==> src/rtl/mem_arb_pkg.sv <==
// Shared types and constants for the memory port arbiter.
// Optional feature macro: ARB_STARVE_GUARD_EN (fetch starvation guard).
package mem_arb_pkg;

  // Which requester owns the memory port in a given cycle
  typedef enum logic [1:0] {
    SEL_NONE = 2'd0,
    SEL_IF   = 2'd1,
    SEL_DM   = 2'd2
  } port_sel_e;

  localparam int DEFAULT_ADDR_WIDTH = 16;
  localparam int DATA_WIDTH         = 16;

  // Address bits that must be zero for a legal 16-bit word access
  localparam int unsigned ALIGN_MASK = 32'h0000_0001;

endpackage

==> src/rtl/mem_port_arbiter_if.sv <==
// Bundle of fetch port, data port and memory-side signals for the arbiter.
// slave  = arbiter view, master = requesters plus memory view.
// Optional feature macro: ARB_STARVE_GUARD_EN (no effect on this file).
interface mem_port_arbiter_if #(
  parameter int ADDR_WIDTH = 16
);
  import mem_arb_pkg::*;

  // Fetch port (read-only)
  logic                  if_req;
  logic [ADDR_WIDTH-1:0] if_addr;
  logic                  if_gnt;
  logic                  if_rvalid;
  logic [DATA_WIDTH-1:0] if_rdata;
  logic                  if_err;

  // Data port (read/write)
  logic                  dm_req;
  logic                  dm_wr;
  logic [ADDR_WIDTH-1:0] dm_addr;
  logic [DATA_WIDTH-1:0] dm_wdata;
  logic                  dm_gnt;
  logic                  dm_rvalid;
  logic [DATA_WIDTH-1:0] dm_rdata;
  logic                  dm_err;

  // Single-port memory side
  logic [ADDR_WIDTH-1:0] mem_addr;
  logic [DATA_WIDTH-1:0] mem_data_in;
  logic                  mem_enable;
  logic                  mem_wr;
  logic [DATA_WIDTH-1:0] mem_data_out;

  modport slave (
    input  if_req, if_addr,
    input  dm_req, dm_wr, dm_addr, dm_wdata,
    input  mem_data_out,
    output if_gnt, if_rvalid, if_rdata, if_err,
    output dm_gnt, dm_rvalid, dm_rdata, dm_err,
    output mem_addr, mem_data_in, mem_enable, mem_wr
  );

  modport master (
    output if_req, if_addr,
    output dm_req, dm_wr, dm_addr, dm_wdata,
    output mem_data_out,
    input  if_gnt, if_rvalid, if_rdata, if_err,
    input  dm_gnt, dm_rvalid, dm_rdata, dm_err,
    input  mem_addr, mem_data_in, mem_enable, mem_wr
  );

endinterface

==> src/rtl/mem_arb_rsp_stage.sv <==
// Response stage: carries the grant owner, error flag and read data from the
// grant cycle into the following cycle and fans them out to the two ports.
// Optional feature macro: ARB_STARVE_GUARD_EN (no effect on this file).
module mem_arb_rsp_stage
  import mem_arb_pkg::*;
(
  input  logic                  clk,
  input  logic                  rst,
  input  port_sel_e             i_sel,
  input  logic                  i_err,
  input  logic [DATA_WIDTH-1:0] i_rdata,
  output logic                  o_ifRvalid,
  output logic [DATA_WIDTH-1:0] o_ifRdata,
  output logic                  o_ifErr,
  output logic                  o_dmRvalid,
  output logic [DATA_WIDTH-1:0] o_dmRdata,
  output logic                  o_dmErr
);

  port_sel_e             r_sel;
  logic                  r_err;
  logic [DATA_WIDTH-1:0] r_rdata;

  // Capture the outcome of this cycle's grant; reset drops anything in flight
  always_ff @(posedge clk) begin
    if (rst) begin
      r_sel   <= SEL_NONE;
      r_err   <= 1'b0;
      r_rdata <= '0;
    end else begin
      r_sel   <= i_sel;
      r_err   <= i_err;
      r_rdata <= i_rdata;
    end
  end

  // Route the held response to its owner; a reset in the response cycle
  // also suppresses it so the requester knows to reissue
  always_comb begin
    o_ifRvalid = 1'b0;
    o_ifRdata  = '0;
    o_ifErr    = 1'b0;
    o_dmRvalid = 1'b0;
    o_dmRdata  = '0;
    o_dmErr    = 1'b0;
    if (!rst) begin
      case (r_sel)
        SEL_IF: begin
          o_ifRvalid = 1'b1;
          o_ifRdata  = r_rdata;
          o_ifErr    = r_err;
        end
        SEL_DM: begin
          o_dmRvalid = 1'b1;
          o_dmRdata  = r_rdata;
          o_dmErr    = r_err;
        end
        default: ;
      endcase
    end
  end

endmodule

==> src/rtl/mem_port_arbiter.sv <==
// Arbitrates the fetch port and the data port onto one single-port memory.
// Data has priority; the memory is driven combinationally by the winner and
// each response appears one cycle after its grant.
// Optional feature macro: ARB_STARVE_GUARD_EN -- after STARVE_LIMIT denied
// fetch cycles, fetch is forced through ahead of data.
module mem_port_arbiter
  import mem_arb_pkg::*;
#(
  parameter int ADDR_WIDTH   = DEFAULT_ADDR_WIDTH,
  parameter int STARVE_LIMIT = 4
) (
  input logic               clk,
  input logic               rst,
  mem_port_arbiter_if.slave bus
);

  if (STARVE_LIMIT < 1) begin : g_badStarveLimit
    $error("mem_port_arbiter: STARVE_LIMIT must be at least 1");
  end

  port_sel_e             w_sel;
  logic                  w_forceIf;
  logic                  w_ifMis;
  logic                  w_dmMis;
  logic [ADDR_WIDTH-1:0] w_memAddr;
  logic [DATA_WIDTH-1:0] w_memDataIn;
  logic                  w_memEnable;
  logic                  w_memWr;
  logic                  w_rspErr;
  logic [DATA_WIDTH-1:0] w_rspData;

  assign w_ifMis = |(bus.if_addr & ADDR_WIDTH'(ALIGN_MASK));
  assign w_dmMis = |(bus.dm_addr & ADDR_WIDTH'(ALIGN_MASK));

`ifdef ARB_STARVE_GUARD_EN
  localparam int CNT_W = $clog2(STARVE_LIMIT + 1);
  localparam logic [CNT_W-1:0] CNT_MAX = CNT_W'(STARVE_LIMIT);

  logic [CNT_W-1:0] r_starveCnt;

  // Count consecutive cycles fetch asked and lost; saturate at the limit
  always_ff @(posedge clk) begin
    if (rst) begin
      r_starveCnt <= '0;
    end else if (w_sel == SEL_IF) begin
      r_starveCnt <= '0;
    end else if (bus.if_req && (r_starveCnt != CNT_MAX)) begin
      r_starveCnt <= r_starveCnt + 1'b1;
    end
  end

  assign w_forceIf = (r_starveCnt == CNT_MAX);
`else
  assign w_forceIf = 1'b0;
`endif

  // Pick the winner: nobody during reset, else data unless fetch is being forced
  always_comb begin
    w_sel = SEL_NONE;
    if (!rst) begin
      if (bus.dm_req && !(w_forceIf && bus.if_req)) begin
        w_sel = SEL_DM;
      end else if (bus.if_req) begin
        w_sel = SEL_IF;
      end
    end
  end

  // Steer the winner onto the memory and form the response it will see;
  // misaligned accesses are consumed without touching the memory
  always_comb begin
    w_memAddr   = '0;
    w_memDataIn = '0;
    w_memEnable = 1'b0;
    w_memWr     = 1'b0;
    w_rspErr    = 1'b0;
    w_rspData   = '0;
    case (w_sel)
      SEL_IF: begin
        w_memAddr   = bus.if_addr;
        w_memEnable = !w_ifMis;
        w_rspErr    = w_ifMis;
        w_rspData   = w_ifMis ? '0 : bus.mem_data_out;
      end
      SEL_DM: begin
        w_memAddr   = bus.dm_addr;
        w_memDataIn = bus.dm_wdata;
        w_memEnable = !w_dmMis;
        w_memWr     = bus.dm_wr && !w_dmMis;
        w_rspErr    = w_dmMis;
        w_rspData   = (w_dmMis || bus.dm_wr) ? '0 : bus.mem_data_out;
      end
      default: ;
    endcase
  end

  assign bus.if_gnt      = (w_sel == SEL_IF);
  assign bus.dm_gnt      = (w_sel == SEL_DM);
  assign bus.mem_addr    = w_memAddr;
  assign bus.mem_data_in = w_memDataIn;
  assign bus.mem_enable  = w_memEnable;
  assign bus.mem_wr      = w_memWr;

  mem_arb_rsp_stage u_rspStage (
    .clk        (clk),
    .rst        (rst),
    .i_sel      (w_sel),
    .i_err      (w_rspErr),
    .i_rdata    (w_rspData),
    .o_ifRvalid (bus.if_rvalid),
    .o_ifRdata  (bus.if_rdata),
    .o_ifErr    (bus.if_err),
    .o_dmRvalid (bus.dm_rvalid),
    .o_dmRdata  (bus.dm_rdata),
    .o_dmErr    (bus.dm_err)
  );

endmodule

==> src/flat_wrapper.sv <==
// flat-port wrapper written by rule: the top's interface ports become plain ports
module mem_port_arbiter_flat import mem_arb_pkg::*;
#(
  parameter int ADDR_WIDTH   = DEFAULT_ADDR_WIDTH,
  parameter int STARVE_LIMIT = 4
)
  (clk, rst, bus_if_req, bus_if_addr, bus_dm_req, bus_dm_wr, bus_dm_addr, bus_dm_wdata, bus_mem_data_out, bus_if_gnt, bus_if_rvalid, bus_if_rdata, bus_if_err, bus_dm_gnt, bus_dm_rvalid, bus_dm_rdata, bus_dm_err, bus_mem_addr, bus_mem_data_in, bus_mem_enable, bus_mem_wr);
  mem_port_arbiter_if #(.ADDR_WIDTH(ADDR_WIDTH)) bus_i ();
  input logic clk;
  input logic rst;
  input wire logic [$bits(bus_i.if_req)-1:0] bus_if_req;
  input wire logic [$bits(bus_i.if_addr)-1:0] bus_if_addr;
  input wire logic [$bits(bus_i.dm_req)-1:0] bus_dm_req;
  input wire logic [$bits(bus_i.dm_wr)-1:0] bus_dm_wr;
  input wire logic [$bits(bus_i.dm_addr)-1:0] bus_dm_addr;
  input wire logic [$bits(bus_i.dm_wdata)-1:0] bus_dm_wdata;
  input wire logic [$bits(bus_i.mem_data_out)-1:0] bus_mem_data_out;
  output wire logic [$bits(bus_i.if_gnt)-1:0] bus_if_gnt;
  output wire logic [$bits(bus_i.if_rvalid)-1:0] bus_if_rvalid;
  output wire logic [$bits(bus_i.if_rdata)-1:0] bus_if_rdata;
  output wire logic [$bits(bus_i.if_err)-1:0] bus_if_err;
  output wire logic [$bits(bus_i.dm_gnt)-1:0] bus_dm_gnt;
  output wire logic [$bits(bus_i.dm_rvalid)-1:0] bus_dm_rvalid;
  output wire logic [$bits(bus_i.dm_rdata)-1:0] bus_dm_rdata;
  output wire logic [$bits(bus_i.dm_err)-1:0] bus_dm_err;
  output wire logic [$bits(bus_i.mem_addr)-1:0] bus_mem_addr;
  output wire logic [$bits(bus_i.mem_data_in)-1:0] bus_mem_data_in;
  output wire logic [$bits(bus_i.mem_enable)-1:0] bus_mem_enable;
  output wire logic [$bits(bus_i.mem_wr)-1:0] bus_mem_wr;
  assign bus_i.if_req = bus_if_req;
  assign bus_i.if_addr = bus_if_addr;
  assign bus_i.dm_req = bus_dm_req;
  assign bus_i.dm_wr = bus_dm_wr;
  assign bus_i.dm_addr = bus_dm_addr;
  assign bus_i.dm_wdata = bus_dm_wdata;
  assign bus_i.mem_data_out = bus_mem_data_out;
  assign bus_if_gnt = bus_i.if_gnt;
  assign bus_if_rvalid = bus_i.if_rvalid;
  assign bus_if_rdata = bus_i.if_rdata;
  assign bus_if_err = bus_i.if_err;
  assign bus_dm_gnt = bus_i.dm_gnt;
  assign bus_dm_rvalid = bus_i.dm_rvalid;
  assign bus_dm_rdata = bus_i.dm_rdata;
  assign bus_dm_err = bus_i.dm_err;
  assign bus_mem_addr = bus_i.mem_addr;
  assign bus_mem_data_in = bus_i.mem_data_in;
  assign bus_mem_enable = bus_i.mem_enable;
  assign bus_mem_wr = bus_i.mem_wr;
  mem_port_arbiter #(.ADDR_WIDTH(ADDR_WIDTH), .STARVE_LIMIT(STARVE_LIMIT)) u_core (.clk(clk), .rst(rst), .bus(bus_i));
endmodule
==> config.mk <==
export PLATFORM = sky130hd
export DESIGN_NAME = mem_port_arbiter_flat
export DESIGN_NICKNAME = d
export VERILOG_FILES = /design/src/rtl/mem_arb_pkg.sv /design/src/rtl/mem_port_arbiter_if.sv /design/src/rtl/mem_arb_rsp_stage.sv /design/src/rtl/mem_port_arbiter.sv /design/src/flat_wrapper.sv
export SDC_FILE = /design/constraint.sdc
export NUM_CORES = 1
export LEC_CHECK = 0
export ABC_AREA = 1
export BUFFER_PORTS_ARGS = -buffer_cell sky130_fd_sc_hd__clkbuf_2
export CORE_UTILIZATION = 31
export CTS_CLUSTER_SIZE = 10
export DETAILED_ROUTE_END_ITERATION = 8
export PLACE_DENSITY_LB_ADDON = 0.15
export SLEW_MARGIN = 20
export SYNTH_ARGS = -nofsm -noshare
export SYNTH_HDL_FRONTEND = slang
export SYNTH_SLANG_ARGS = --single-unit
==> constraint.sdc <==
create_clock -name clk -period 1.19 [get_ports clk]
set_input_delay 0.0595 -clock clk [delete_from_list [all_inputs] [get_ports clk]]
set_output_delay 0.0595 -clock clk [all_outputs]
set_load 0.005 [all_outputs]
==> results.toml, run 1 <==
[status]
status = "finished, violations left"
violations = "negative setup slack"

[job]
maxCapViolCount = 0

[floorplanning]
die_h_um = 67.0
ios = 141
start_util_pct = 32.5
die_area_mm2 = 0.00449
coreArea_mm2 = 0.00403
placementRows = 23
die_x_um = 67.0

[global_route]
grt_util_all_layers_pct = 17.0
antenna_found_initial = 0
grt_overflow = 0
grt_max_degree = 18
grt_pass1_vias = 1397
grt_pass1_wl_um = 5910

[placement]
port_buffers = 140
place_inst = 415
gp_congestion = 0.743
dp_hpwl_um = 3010

[setup_path]
cp.required_ns = 1.13
cp_cell_sequence = "nor2_4, nand2_2, nor2_1, clkbuf_2"
cp-startpoint = "u_core.u_rspStage.r_sel[0]"
cpLargestDelayFamily = "simple AND/OR/NAND/NOR gates"
crit_type = "flop to output port"
worstSetupEndpointType = "output port"
crit_end = "bus_dm_rdata[7]"
cp.depth = 4
worstPathMaxFanout = 4
cp-start-kind = "flop"
cpPeakStageDelay_ns = 0.36
crit_arrival_ns = 1.15
crit_slowest_cell = "dfxtp_2"
path_buf_inv = 1

[drt]
routedWlPerCell_um = 9.73
firstDrtPassIters = 4
drt_iter0_markers = 65
via_per_inst = 4.17
drcViolationCount = 0
drt-total-wl_um = 4130
antenna_left = 0
vias = 1768

[yosys]
post-synth-top-count-cell = "nand2_1"
yosys-top-cells-count = "nand2_1, nor2_1, inv_1, dfxtp_1, a21oi_1"
synth-seq-cells = 19
ys_warn_count = 0
synth.area.top_cells = "dfxtp_1, nand2_1, nor2_1"
synth_area_mm2 = 0.00131
synth-edff-count = 0
synthCells = 224
ys_seq_area_share_pct = 29.1
postSynthAreaPerCell_um2 = 5.84
synthDistinctLibCells = 18
synth_ff_type = "dfxtp_1"
synth_top_area_cell = "dfxtp_1"
synthArstFlopShare_pct = 0
yosysTopAreaCellShare_pct = 29.1
syn_nets = 297

[timing]
fmax_ghz = 0.825
maxSlewHeadroom_pct = 86.7
fin_ws_ns = -0.0227
fin_crit_ns = 1.21
slew_viol_final = 0
hold_viol = 0
worst_pin_slew_ns = 0.200
finalSetupViolCount = 17
setup_tns_ns = -0.250
rsz0062_at_grt = "yes"
post-route-period-util_pct = 102

[power]
peakVddDrop_v = 0.000460
power_leakage_nw = 1.32
power-per-cell-area_mw_per_mm2 = 650

[final_layout]
final_nets = 448
n_antenna_cell = 0
syn2layout_area_growth_pct = 79.5
instances_no_fill = 424
num-fill-cells = 409
drive_above_1_share_pct = 50.3

[clock_network]
cts.sinks = 19
max-clock-path-buffers = 2
cts_buffers = 3
post_cts_buffers = 0
htree_num_levels = 1
root_buffer = "clkbuf_8"
clk_pin_slew_ns = 0.07
cts_tree = "built"

[hold_path]
min_path_type = "primary input to flop"
-- sequential cells by signal (all words and copies together) (netlist names) --
name,flops
u_core.u_rspStage.r_err,1
u_core.u_rspStage.r_rdata,16
u_core.u_rspStage.r_sel,2
-- cells in the final DEF (no fill, tap or decap), types with 4 or more instances in the layout --
| cell | instances |
|---|---|
| ha_4 | 4 |
| nor2_1 | 50 |
| buf_12 | 4 |
| a21oi_1 | 14 |
| dfxtp_1 | 17 |
| nand2_1 | 65 |
| clkbuf_2 | 131 |
| buf_2 | 8 |
| inv_1 | 39 |
| buf_4 | 8 |
| nand2_2 | 5 |
-- cell type report --
cell class	instances	area, um^2	area share [%]
timing repair buffer	155	891	37.9
sequential	19	383	16.3
tap	50	62.6	2.66
inverter	44	173	7.35
multi-input combinational	152	795	33.8
clock buffer	3	41.3	1.76
clock inverter	1	5.00	0.213
-- metrics by stage --
step | setup WS (ns) | hold slack, ns | total power [mW] | cell area (um^2) | utilization (%)
finish | -0.0227 | 0.0112 | 1.53 | 2350 | 58.3
detailed placement | -0.0933 | 0.275 | 1.04 | 2120 | 52.7
global route | -0.123 | 0.00352 | 1.61 | 2350 | 58.3
floorplan | 0.0132 | 0.132 | 0.828 | 1310 | -
CTS | -0.0358 | 0.00794 | 1.50 | 2220 | 55.2
global placement | -0.0750 | 0.272 | 1.04 | 2120 | 52.7
-- cells by family (layout without fill, tap and decap cells) --
| group | after synthesis | after routing | share of synthesized area (%) |
|---|---|---|---|
| flops | 19 | 19 | 29.1 |
| simple gates | 127 | 130 | 39.8 |
| fa+ha+maj | 4 | 4 | 3.82 |
| compound gates | 18 | 18 | 7.07 |
| buf+inv | 56 | 203 | 20.3 |
-- layer usage --
layer  global-route usage, %  up-vias  part of all wire, %
met1                    17.9      742                   38
met4                    3.19        0                 0.65
met2                    34.3       78                   54
met5                       0        -                    0
li1                        -      946                    -
met3                    2.91        2                  7.5
-- power by group --
| part | internal [mW] | switching (mW) | leakage (nW) |
|---|---|---|---|
| Clock | 0.232 | 0.205 | 0.0255 |
| Sequential | 0.643 | 0.00502 | 0.154 |
| Combinational | 0.225 | 0.215 | 1.14 |
-- worst min-delay path by stage --
| stage | from | end | cells after the start |
|---|---|---|---|
| 5_1_grt | bus_mem_data_out[11] | u_core.u_rspStage.r_rdata[11] | 3 |
| 4_1_cts | bus_mem_data_out[7] | u_core.u_rspStage.r_rdata[7] | 3 |
| 6_report | bus_mem_data_out[7] | u_core.u_rspStage.r_rdata[7] | 3 |
| 2_1_floorplan | rst | u_core.u_rspStage.r_sel[1] | 1 |
| 3_3_place_gp | bus_mem_data_out[2] | u_core.u_rspStage.r_rdata[2] | 3 |
| 3_5_place_dp | bus_mem_data_out[7] | u_core.u_rspStage.r_rdata[7] | 3 |
-- what timing repair did --
item                                    in CTS  in global routing
pin swaps                                    2                  3
gates resized for setup                     12                 32
endpoints found under the setup margin      36                 45
hold endpoints to repair                     0                  0
gates cloned                                 3                  2
hold buffers                                 0                  0
Power figures use the tool's default switching activity.
==> run 2: changes to the inputs <==
- ABC_AREA: 1 -> unset
- CORE_UTILIZATION: 31 -> 36
- clock period: 1.19 -> 1.2 ns (I/O delays scaled with it)
==> results.toml, run 2 <==
[timing]
post-route-period-util_pct = 115
maxSlewHeadroom_pct = 80.8
finalSetupViolCount = 57
timing.hold.ws_ns = 0.0303
fin_crit_ns = 1.38
slew_viol_final = 0
worst_pin_slew_ns = 0.287
rsz0062_at_grt = "yes"
fmax_ghz = 0.726
hold_viol = 0
fin_ws_ns = -0.177

[power]
power_leakage_nw = 1.44
power-per-cell-area_mw_per_mm2 = 582
peakVddDrop_v = 0.000409

[yosys]
post-synth-top-count-cell = "and2_1"
postSynthAreaPerCell_um2 = 8.21
synth-edff-count = 0
syn_nets = 241
synthArstFlopShare_pct = 0
yosysTopAreaCellShare_pct = 27.6
synth.area.top_cells = "dfxtp_1, and2_1, a2111oi_2"
synthCells = 168
ys_seq_area_share_pct = 27.6
synth_top_area_cell = "dfxtp_1"
synth_area_mm2 = 0.00138
yosys-top-cells-count = "and2_1, dfxtp_1, inv_1, nor2_1, a22oi_1"
synthDistinctLibCells = 23
synth-seq-cells = 19
ys_warn_count = 0
synth_ff_type = "dfxtp_1"

[final_layout]
largest_register = "u_core.u_rspStage.r_rdata"
seq_area_um2 = 383
final_cell_mix = "clkbuf_2, and2_1, buf_4"
instances_no_fill = 383
n_antenna_cell = 0
drive_above_1_share_pct = 71.6
largest_register_ffs = 16
largest_registers = "u_core.u_rspStage.r_rdata x16, u_core.u_rspStage.r_sel x2, u_core.u_rspStage.r_err x1"
final_nets = 409
syn2layout_area_growth_pct = 112
num-fill-cells = 239
multi_input_area_mm2 = 0.00122
final_common_cell = "clkbuf_2"

[setup_path]
worstSetupEndpointType = "output port"
crit_arrival_ns = 1.32
cp.required_ns = 1.14
crit_type = "flop to output port"
crit_slowest_cell = "dfxtp_2"
cpPeakStageDelay_ns = 0.36
worstPathMaxFanout = 8
cp-start-kind = "flop"
cp_cell_sequence = "nor3b_4, buf_4, and2_1, clkbuf_2"

[drt]
vias = 1824
drcViolationCount = 0
routedWlPerCell_um = 15.0
firstDrtPassIters = 4
drt-total-wl_um = 5750
antenna_left = 0
via_per_inst = 4.76
drt_iter0_markers = 72

[global_route]
antenna_found_initial = 0
grt_util_all_layers_pct = 23.1
grt_pass1_wl_um = 7450
grt_max_degree = 18
grt_pass1_vias = 1662
grt_overflow = 0

[clock_network]
htree_num_levels = 1
cts_tree = "built"
max-clock-path-buffers = 2
cts.sinks = 19
root_buffer = "clkbuf_8"
cts_buffers = 3
clk_pin_slew_ns = 0.07

[placement]
dp_hpwl_um = 3590
gp_congestion = 0.773
port_buffers = 140
place_inst = 358

[hold_path]
min_path_cells = 3
min_path_type = "primary input to flop"

[floorplanning]
coreArea_mm2 = 0.00366
placementRows = 22
ios = 141
die_h_um = 63.9
die_x_um = 63.9
die_area_mm2 = 0.00409
start_util_pct = 37.7

[job]
maxCapViolCount = 0

[status]
violations = "negative setup slack"
status = "finished, violations left"
run 2: final timing paths:
kind,from,endpoint,slack (ns)
worst max-delay path,u_core.u_rspStage.r_sel[0],bus_if_rdata[7],-0.18
worst min-delay path,bus_mem_data_out[4],u_core.u_rspStage.r_rdata[4],0.03
run 2: final cells by class:
class	count	area share [%]
clock buffer	3	1.41
clock inverter	1	0.171
inverter	19	2.52
multi-input combinational	116	41.8
sequential	19	13.1
tap	48	2.05
timing repair buffer	177	39.0
run 2: timing repair:
item                       CTS  global route
buffers inserted            10            13
pin swaps                    7            28
setup endpoints to repair   66            71
hold endpoints to repair     0             0
resized for setup           22            63
hold buffers                 0             0
gates cloned                 0             3
run 2: logic make-up (layout without fill, tap and decap cells):
logic type | Yosys count | after routing | share of synthesized area (%)
AO/OA/AOI/OAI | 33 | 33 | 24.7
adder cells (fa/ha/maj) | 4 | 4 | 3.63
buffers and inverters | 34 | 200 | 11.3
flip-flops | 19 | 19 | 27.6
AND/OR/NAND/NOR | 78 | 79 | 32.8
run 2: power breakdown:
part | internal (mW) | leakage, nW | total (mW) | switching, mW
sequential | 0.639 | 0.154 | 0.645 | 0.00642
clock | 0.231 | 0.0255 | 0.449 | 0.218
combinational | 0.314 | 1.26 | 0.610 | 0.295
total | 1.18 | 1.44 | 1.70 | 0.520
run 2: critical path: cells and delay by family, from the launching register on:
family                 cells  cell delay (ns)
buffers and inverters      2             0.30
flip-flops                 1             0.36
AND/OR/NAND/NOR            2             0.40
run 2: per-stage QoR:
step / power, mW / utilization, % / worst slack (ns) / setup TNS (ns) / cell area (um^2)
final: 1.70 / 79.9 / -0.177 / -5.63 / 2930
after global routing: 1.78 / 79.9 / -0.233 / -8.94 / 2930
after CTS: 1.59 / 70.7 / -0.106 / -3.78 / 2590
after detailed placement: 1.12 / 65.7 / -0.447 / -8.43 / 2400
after global placement: 1.11 / 65.7 / -0.402 / -7.56 / 2400
after floorplan: 0.910 / - / -0.415 / -7.39 / 1640
run 2: metal layers:
layer	global-route usage, %	share of wire, %	wire length [um]	up-vias
met5	0	0	0	-
met4	5.11	1.7	98	0
met3	2.68	5.3	303	8
met2	46.7	55	3180	89
met1	25.0	38	2160	833
li1	-	-	-	894
